$ cat src/rtl/connect4_turn_controller.sv
// rtl/connect4_turn_controller.sv - turn sequencing, gravity placement and turn timeout for a 4x4 Connect-4 board
module connect4_turn_controller #(
  parameter int TIMEOUT_W      = 20,
  parameter int TIMEOUT_CYCLES = 1000000
) (
  input  logic        clk,
  input  logic        reset,
  input  logic        new_game,
  input  logic        drop,
  input  logic [1:0]  col_sel,
  input  logic [1:0]  game_status,
  output logic [15:0] game_board,
  output logic [15:0] player_cells,
  output logic        current_player,
  output logic [1:0]  ctrl_state,
  output logic        move_error,
  output logic        turn_timeout,
  output logic        game_over,
  output logic [1:0]  result,
  output logic [4:0]  move_count
);

  typedef enum logic [1:0] {
    S_WAIT  = 2'b00,
    S_PLACE = 2'b01,
    S_CHECK = 2'b10,
    S_OVER  = 2'b11
  } state_t;

  localparam logic                 TIMEOUT_EN = (TIMEOUT_CYCLES != 0);
  // With the timeout disabled this wraps to all ones, but it is never consulted
  localparam logic [TIMEOUT_W-1:0] TIMER_LAST = TIMEOUT_W'(TIMEOUT_CYCLES - 1);

  state_t               state;
  state_t               state_next;
  logic                 drop_q;
  logic [TIMEOUT_W-1:0] timer;
  logic [1:0]           col_q;
  logic                 drop_rise;
  logic                 col_full;
  logic                 timer_expired;
  logic [15:0]          place_mask;

  assign drop_rise     = drop & ~drop_q;
  assign col_full      = game_board[{2'b11, col_sel}];
  assign timer_expired = TIMEOUT_EN && (timer == TIMER_LAST);
  assign ctrl_state    = state;

  // Gravity: scan top to bottom so the lowest empty cell of the latched column wins
  always_comb begin
    place_mask = '0;
    for (int r = 3; r >= 0; r--) begin
      if (!game_board[{r[1:0], col_q}]) begin
        place_mask = 16'h0001 << {r[1:0], col_q};
      end
    end
  end

  // Next-state selection; new_game returns to S_WAIT from anywhere
  always_comb begin
    state_next = state;
    case (state)
      S_WAIT:  if (drop_rise && !col_full) state_next = S_PLACE;
      S_PLACE: state_next = S_CHECK;
      S_CHECK: state_next = (game_status != 2'b00) ? S_OVER : S_WAIT;
      default: state_next = S_OVER;
    endcase
    if (new_game) state_next = S_WAIT;
  end

  // State register
  always_ff @(posedge clk or negedge reset) begin
    if (!reset) state <= S_WAIT;
    else        state <= state_next;
  end

  // Drop edge detector keeps sampling through new_game so a held level never retriggers
  always_ff @(posedge clk or negedge reset) begin
    if (!reset) drop_q <= 1'b0;
    else        drop_q <= drop;
  end

  // Board, turn, timer and status registers
  always_ff @(posedge clk or negedge reset) begin
    if (!reset) begin
      game_board     <= '0;
      player_cells   <= '0;
      current_player <= 1'b0;
      move_error     <= 1'b0;
      turn_timeout   <= 1'b0;
      game_over      <= 1'b0;
      result         <= 2'b00;
      move_count     <= '0;
      timer          <= '0;
      col_q          <= 2'b00;
    end else if (new_game) begin
      game_board     <= '0;
      player_cells   <= '0;
      current_player <= 1'b0;
      move_error     <= 1'b0;
      turn_timeout   <= 1'b0;
      game_over      <= 1'b0;
      result         <= 2'b00;
      move_count     <= '0;
      timer          <= '0;
      col_q          <= 2'b00;
    end else begin
      move_error   <= 1'b0;
      turn_timeout <= 1'b0;
      case (state)
        S_WAIT: begin
          if (drop_rise && !col_full) begin
            col_q <= col_sel;
            timer <= '0;
          end else begin
            if (drop_rise) move_error <= 1'b1;
            if (timer_expired) begin
              turn_timeout   <= 1'b1;
              current_player <= ~current_player;
              timer          <= '0;
            end else begin
              timer <= timer + TIMEOUT_W'(1);
            end
          end
        end
        S_PLACE: begin
          if (place_mask != 16'h0000) begin
            game_board   <= game_board | place_mask;
            player_cells <= current_player ? (player_cells | place_mask)
                                           : (player_cells & ~place_mask);
            move_count   <= move_count + 5'd1;
          end
        end
        S_CHECK: begin
          if (game_status != 2'b00) begin
            result    <= game_status;
            game_over <= 1'b1;
          end else begin
            current_player <= ~current_player;
            timer          <= '0;
          end
        end
        default: ;
      endcase
    end
  end

endmodule

$ cat config.mk
export PLATFORM = sky130hd
export DESIGN_NAME = connect4_turn_controller
export DESIGN_NICKNAME = d
export VERILOG_FILES = /design/src/rtl/connect4_turn_controller.sv
export SDC_FILE = /design/constraint.sdc
export NUM_CORES = 1
export LEC_CHECK = 0
export CAP_MARGIN = 25
export CORE_MARGIN = 4
export CORE_UTILIZATION = 45
export CTS_BUF_LIST = sky130_fd_sc_hd__clkbuf_16
export DETAILED_ROUTE_END_ITERATION = 10
export GPL_ROUTABILITY_DRIVEN = 0
export PLACE_DENSITY = 0.71
export REMOVE_ABC_BUFFERS = 1
export SETUP_SLACK_MARGIN = 0.05
export SLEW_MARGIN = 20
export SYNTH_ARGS = -nofsm -noshare
export SYNTH_HDL_FRONTEND = slang
export SYNTH_SLANG_ARGS = --single-unit
$ cat constraint.sdc
create_clock -name clk -period 5.1 [get_ports clk]
set_input_delay 1.02 -clock clk [delete_from_list [all_inputs] [get_ports clk]]
set_output_delay 1.02 -clock clk [all_outputs]
set_load 0.01 [all_outputs]
Word-level counts from Yosys, hierarchy flattened
Index checks and enable logic that the tools add are counted.
- input port bits: 8
- flip-flop bits (word level): 68
- logic and storage cells: 109
- $lt $le $gt $ge: 5
- muxes and demuxes: 55
- add/subtract/negate cells: 2
- shift operators: 4
- equality and inequality tests: 7
- bitwise operators: 7
- reductions and logical operators: 17
- operators by type and width (operator ; count):
    16-bit two-way mux ; 11
    20-bit two-way mux ; 4
    20-bit case mux with 2 select lines ; 1
    16-bit OR ; 2
    1-bit by 4-bit left shift with 16-bit output (first input constant) ; 2
    20-bit by 1-bit adder with 20-bit output (second input constant) ; 1
    20-bit == test (second input constant) ; 1
    1-bit two-way mux ; 20
    2-bit two-way mux ; 9
    16-bit bitwise AND ; 1
    16-bit inverter ; 1
    16-bit nonzero test ; 1
    1-bit by 2-bit left shift with 16-bit output (first input constant) ; 1
    1-bit by 3-bit left shift with 16-bit output (first input constant) ; 1
    4-bit by 5-bit < comparator with 1-bit output (second input constant) ; 3
    5-bit two-way mux ; 3
    2-bit nonzero test ; 7
    3-bit inequality test (second input constant) ; 4
    1-bit binary-select mux with 2-bit select ; 5
    2-bit AND reduction ; 4
    2-bit case mux with 3 select lines ; 1
    5-bit by 1-bit adder with 5-bit output (second input constant) ; 1
    2-bit by 5-bit < comparator with 1-bit output (second input constant) ; 1
    3-bit by 5-bit < comparator with 1-bit output (second input constant) ; 1
    other kinds (10) ; 11

Logic depth before layout (Yosys ltp)
Gate-level depths: netlist of run 1.
- word-level depth: 12
- gate-level depth with buffers: 8
- gate-level depth less buffers: 7

Worst setup path before layout of run 1
No wires, ideal clock.
- kind: input to register
- start: input port col_sel[0]
- end: register timer[5]
- slack: 2.650 ns
- stages on the path: 6
- data arrival time: 2.324 ns
- data required time: 4.974 ns
- setup time: 0.126 ns
- buffers on the path: 1
- cells stage by stage: mux4_2 -> o221ai_2 -> o21bai_4 -> buf_6 -> nor2_1 -> a221o_1
- longest elaborated chain between the ends: 7
- RTL lines (item ; line ; source):
    start: declaration ; 10 ; input logic [1:0] col_sel,
    1-bit binary-select mux with 2-bit select ; 45 ; assign col_full = game_board[{2'b11, col_sel}];
    1-bit two-way mux (not written as such) ; 45 ;
    1-bit logical NOT ; 112 ; if (drop_rise && !col_full) begin
    1-bit logical AND ; 112 ;
    20-bit two-way mux ; 112 ;
    20-bit case mux with 2 select lines ; 110 ; case (state)
    20-bit two-way mux ; 96 ; end else if (new_game) begin
    end signal: assignment ; 122 ; timer <= timer + TIMEOUT_W'(1);
    end: declaration ; 37 ; logic [TIMEOUT_W-1:0] timer;
Every way passes these cells. The select of a mux whose other input is x is not followed.
A chain may end at the register's enable or synchronous reset.

Final worst setup path of run 1
- start: input port new_game
- end: register timer[11]
- longest elaborated chain between the ends: 2
- elaborated cells on any way between the ends: 4
- classes of those cells: 1 x eq/ne; 1 x mux; 2 x reduce/logical
- RTL lines (item ; line ; source):
    start: declaration ; 8 ; input logic new_game,
    3-bit inequality test (no source line) or 3-bit nonzero test (tied branches) ; - ;
    2-bit AND reduction (no source line) ; - ;
Several ways; a longest one is shown, not always the timed one.

==> results of run 1 <==
area by class of cell:
type                    instances  area (µm²)  share of cell area [%]
repair buffers                 54       530.5                   12.64
flip-flops and latches         68        1702                   40.55
clock inverters                 7       67.56                   1.610
multi-input cells             229        1499                   35.72
clock buffers                   9       225.2                   5.367
inverters                      13       48.80                   1.163
well taps                      99       123.9                   2.952
synthesized netlist by cell type (3+ instances only):
cell type / number
a22o_1: 4
nand3_1: 11
dfrtp_1: 68
xor2_1: 3
xnor2_1: 10
a21oi_1: 16
nand2_1: 23
and3_1: 7
inv_1: 12
clkbuf_1: 9
nor2b_1: 5
and4b_1: 3
mux2i_1: 19
o21ai_0: 11
nand4_1: 6
nor4_1: 8
mux4_2: 5
nor3_1: 7
nor2_1: 59
nand2b_1: 3
critical path, cell delays in order:
cell,delay (ps)
clkdlybuf4s50_1,460
buf_4,410
inv_1,160
nand2_1,240
inv_2,190
nor3_1,300
or4b_4,500
o21ai_2,70
kinds of logic (layout without fill, tap and decap cells):
kind of cell / count (synthesis) / in the layout / share of synthesized area (%)
simple gates: 149 / 149 / 23.22
flops: 68 / 68 / 51.26
compound gates: 41 / 41 / 8.632
buf+inv: 27 / 83 / 3.580
mux: 24 / 24 / 9.122
xor+xnor: 13 / 13 / 3.430
fa+ha+maj: 2 / 2 / 0.7537
metrics by stage:
stage,instances,total power [µW]
after detailed placement,463,662.4
after floorplan,310,614.3
after global routing,479,1300
final,479,1260
after global placement,463,660.9
after CTS,479,1267
metal layers:
metal	vias to the layer above	GRT usage [%]	part of all wire, %
met5	-	0	0
met4	0	6.017	1.5
met3	11	4.647	5.4
met2	70	28.44	49
met1	1261	22.34	44
li1	1230	-	-
state kept, by name, indices dropped and copies added (netlist names):
name,cells
drop_q,1
player_cells,16
move_count,5
game_board,16
move_error,1
turn_timeout,1
timer,20
result,2
current_player,1
game_over,1
ctrl_state,2
col_q,2
power by group:
part           total [µW]  switching [µW]  internal (µW)
clock                 608             233            375
sequential            566            18.1            548
combinational        85.8            52.1           33.7
total                1260             303            957
worst min-delay path by stage:
stage / to / cells past startpoint / slack, ps / startpoint
2_1_floorplan: timer[1]$_DFFE_PN0P_ / 2 / 480 / timer[1]$_DFFE_PN0P_
3_3_place_gp: game_over$_DFFE_PN0P_ / 2 / 500 / game_over$_DFFE_PN0P_
3_5_place_dp: game_over$_DFFE_PN0P_ / 2 / 510 / game_over$_DFFE_PN0P_
4_1_cts: game_over$_DFFE_PN0P_ / 2 / 530 / game_over$_DFFE_PN0P_
5_1_grt: game_over$_DFFE_PN0P_ / 2 / 530 / game_over$_DFFE_PN0P_
6_report: game_over$_DFFE_PN0P_ / 2 / 510 / game_over$_DFFE_PN0P_
==> flow_summary_export.csv, run 1 <==
group,metric,value,unit
outcome,outcome,"completed",
clock_network,cts_buffer_depth,2,
drt,antenna_left,0,
floorplanning,dieArea,8814,µm²
setup_path,crit_end,"timer[11]$_DFFE_PN0P_",
floorplanning,initial_core_util,46.01,%
clock_network,clock_sinks,68,
timing,whs,513.5,ps
layout,mostFrequentLayoutCells,"dfrtp_1 (68), nor2_1 (59), clkdlybuf4s50_1 (51), nand2_1 (23), mux2i_1 (19)",
floorplanning,core,7214,µm²
timing,grt_setup_unrepaired,"false",
logic_synthesis,ys_warn_count,0,
clock_network,clkTransAtPathRegs,60,ps
timing,slew_headroom,43.92,%
layout,drive_above_1_share,8.947,%
setup_path,cp_max_fo,45,
setup_path,regToRegSetupSlack,2810,ps
timing,setup-violations-final,0,
clock_network,clk_latency,330,ps
clock_network,postCtsSetupRepairBufs,0,
drt,drtPass1Iterations,4,
job,drv_cap,0,
drt,vias,2572,
timing,final_hold_viol_count,0,
drt,drc,0,
layout,final_nets,385,
grt,grt_pass1_vias,2515,
setup_path,worstRegToRegCells,5,
logic_synthesis,yosysSeqAreaShare,51.26,%
setup_path,critical_path_class,"in -> reg",
timing,period_minus_slack,3107,ps
place,hpwlAfterDp,5044,µm
grt,grt_max_degree,69,
place,place_ws,1673,ps
setup_path,start_kind,"input pin",
layout,layout_commonest_cell,"dfrtp_1",
grt,track_usage,17.41,%
place,io_buffers,52,
place,place_area,3904,µm²
drt,viasPerCell,5.370,
timing,fin_skew,6.502,ps
timing,fin_setup_tns,0,ps
logic_synthesis,netlist_area,3319,µm²
drt,drtIter0Drc,102,
setup_path,cp-startpoint,"new_game",
setup_path,worstReg2RegEnd,"move_count[4]$_DFFE_PN0P_",
grt,globalRouteOverflowTotal,0,
power,ir_drop,0.1749,mV
timing,finalWorstSetupSlack,1993,ps
floorplanning,row_count,31,
clock_network,postCtsHoldBufs,0,
layout,design_area,4197,µm²
logic_synthesis,synth_top_area_cell,"dfrtp_1",
power,p_leak,0.001838,µW
clock_network,root_buffer,"clkbuf_16",
logic_synthesis,synth-async-reset-ratio,100.0,%
clock_network,htree_levels,3,
setup_path,rr_startpoint,"col_q[0]$_DFFE_PN0P_",
clock_network,cts_resized,0,
setup_path,worstPathRequired,5350,ps
drt,wl,7335,µm
grt,antenna_found_initial,0,
logic_synthesis,synth-seq-cells,68,
layout,syn_to_final_growth,26.42,%
setup_path,end_kind,"flop",
layout,fillers,616,
timing,worstMarginPinSlew,841.2,ps
layout,post-route-util,58.17,%
timing,maxSlewViolCount,0,
logic_synthesis,synth_cells,324,
floorplanning,fp.dieH,93.89,µm
floorplanning,ios,53,
layout,diodes,0,
clock_network,cts_made_buffers,9,
timing,fin_crit_sh,60.92,%
logic_synthesis,ys_types,48,
setup_path,cp_data_arrival_time,3360,ps
floorplanning,die_w,93.89,µm
worst_hold_path,min_path_type,"reg -> reg",
logic_synthesis,yosys-top-cells-area,"dfrtp_1 (51%), nor2_1 (6.7%), mux2i_1 (5.7%)",
timing,max_freq,321.9,MHz
logic_synthesis,avgSynthCellArea,10.25,µm²
power,power_density,300.3,nW/µm²
logic_synthesis,synth_edf_count,0,
grt,grt_pass1_wl,11960,µm
drt,detail_route.wl_per_cell,15.31,µm
clock_network,cts_tree,"done",
logic_synthesis,ys.flop_type,"dfrtp_1",
logic_synthesis,synthDominantCellAreaShare,51.26,%
Power figures use the tool's default switching activity.
==> run 2, diff against run 1 <==
- clock period: 5.1 -> 3.15 ns (I/O delays scaled with it)
==> run 2 against run 1 <==
Compared with the run above: global-route usage grew 0.57 points; die area unchanged; worst setup slack lost 1300 ps; sequential power rose by 62%; first-iteration DRC count grew 14%; flip-flop and latch count unchanged; sequential share of layout area down 0.19 points; total power grew 64%; final cell count did not move; wire length grew 1.1%; critical path depth shrank 2; largest cell class unchanged.
==> flow_summary_export.csv, run 2 (synthesis gave the netlist of run 1 again) <==
group,metric,value,unit
outcome,outcome,"completed",
drt,viasPerCell,5.376,
place,io_buffers,52,
grt,globalRouteOverflowTotal,0,
clock_network,cts_tree,"done",
floorplanning,dieArea,8814,µm²
power,power_density,490.3,nW/µm²
place,dp_cells,463,
setup_path,critical_path_class,"in -> reg",
setup_path,cp_data_arrival_time,2670,ps
setup_path,crit_end,"timer[10]$_DFFE_PN0P_",
timing,setup-violations-final,0,
clock_network,postCtsHoldBufs,0,
clock_network,htree_levels,3,
layout,diodes,0,
floorplanning,die_w,93.89,µm
drt,wl,7417,µm
floorplanning,ios,53,
clock_network,cts_made_buffers,9,
setup_path,crit_path_top_delay_cell,"mux4_2",
power,p_total,2067,µW
timing,fin_skew,10.65,ps
floorplanning,core,7214,µm²
grt,grt_max_degree,45,
setup_path,critPathTopFamily,"multiplexers",
clock_network,cts_buffer_depth,2,
place,place_area,3916,µm²
setup_path,end_kind,"flop",
layout,fillers,623,
timing,period_minus_slack,2475,ps
power,p_leak,0.001840,µW
drt,drtPass1Iterations,4,
drt,drc,0,
clock_network,cts_resized,0,
drt,vias,2575,
timing,whs,394.6,ps
setup_path,cp-startpoint,"col_sel[0]",
layout,syn_to_final_growth,27.03,%
clock_network,clk_latency,330,ps
layout,design_area,4217,µm²
drt,antenna_left,0,
floorplanning,row_count,31,
floorplanning,initial_core_util,46.01,%
layout,layout_commonest_cell,"dfrtp_1",
layout,largest_reg_flops,20,
timing,slew_headroom,45.64,%
grt,track_usage,17.98,%
grt,grt_pass1_wl,12520,µm
timing,maxSlewViolCount,0,
layout,mostFrequentLayoutCells,"dfrtp_1 (68), nor2_1 (59), clkdlybuf4s50_1 (51), nand2_1 (23), mux2i_1 (19)",
setup_path,crit_chain,"clkdlybuf4s50_1 -> mux4_2 -> o221ai_2 -> o21bai_4 -> and2_1 -> o31ai_1",
clock_network,clock_sinks,68,
setup_path,worstReg2RegEnd,"move_count[4]$_DFFE_PN0P_",
layout,reg_top3,"timer (20), game_board (16), player_cells (16)",
power,ir_drop,0.2737,mV
timing,fin_setup_tns,0,ps
timing,grt_setup_unrepaired,"false",
timing,fin_crit_sh,78.57,%
clock_network,root_buffer,"clkbuf_16",
setup_path,regToRegSetupSlack,800,ps
drt,detail_route.wl_per_cell,15.48,µm
setup_path,worstPathRequired,3350,ps
setup_path,rr_startpoint,"col_q[0]$_DFFE_PN0P_",
layout,stdcell_count,479,
floorplanning,fp.dieH,93.89,µm
setup_path,cp_num_buf_inv,1,
drt,drtIter0Drc,116,
grt,grt_pass1_vias,2531,
setup_path,start_kind,"input pin",
worst_hold_path,min_path_type,"in -> async",
setup_path,cp_max_fo,11,
timing,worstMarginPinSlew,815.4,ps
setup_path,cp_slowest_stage_delay,570,ps
timing,final_hold_viol_count,0,
place,hpwlAfterDp,5080,µm
setup_path,worstRegToRegCells,5,
setup_path,cp_num_cells,6,
layout,top_register,"timer",
job,drv_cap,0,
clock_network,postCtsSetupRepairBufs,0,
clock_network,clkTransAtPathRegs,60,ps
layout,drive_above_1_share,9.474,%
layout,final_nets,385,
grt,antenna_found_initial,0,
timing,max_freq,404.1,MHz
## run 2: cell type report
class,instances,area (µm²),area share [%]
sequential,68,1702,40.36
multi-input combinational,229,1499,35.55
timing repair buffer,54,543.0,12.88
clock buffer,9,225.2,5.341
tap,99,123.9,2.938
clock inverter,7,75.07,1.780
inverter,13,48.80,1.157
## run 2: how the worst min path moves through the flow
stage	start	end	slack, ps
4_1_cts	reset	move_count[3]$_DFFE_PN0P_	430
6_report	reset	move_count[2]$_DFFE_PN0P_	390
3_3_place_gp	game_over$_DFFE_PN0P_	game_over$_DFFE_PN0P_	480
3_5_place_dp	game_over$_DFFE_PN0P_	game_over$_DFFE_PN0P_	490
5_1_grt	reset	move_count[3]$_DFFE_PN0P_	470
2_1_floorplan	reset	col_q[0]$_DFFE_PN0P_	330
## run 2: stage by stage
step	setup WS, ps	util, %
6_report	675.2	58.45
5_1_grt	501.3	58.45
4_1_cts	636.4	58.45
3_5_place_dp	316.4	54.28
3_3_place_gp	329.9	54.28
2_1_floorplan	1089	-
## run 2: metal layers
layer  track usage, %  vias to the layer above  part of all wire, %
li1                 -                     1234                    -
met1            24.17                     1252                   47
met2            27.85                       76                   46
met3            4.728                       13                  5.6
met4            6.859                        0                  1.8
met5                0                        -                    0
## run 2: power by group
group | total (µW) | switching [µW] | internal, µW
clock network | 1010 | 394 | 615
logic | 142 | 85.4 | 56.3
registers | 916 | 29.3 | 887
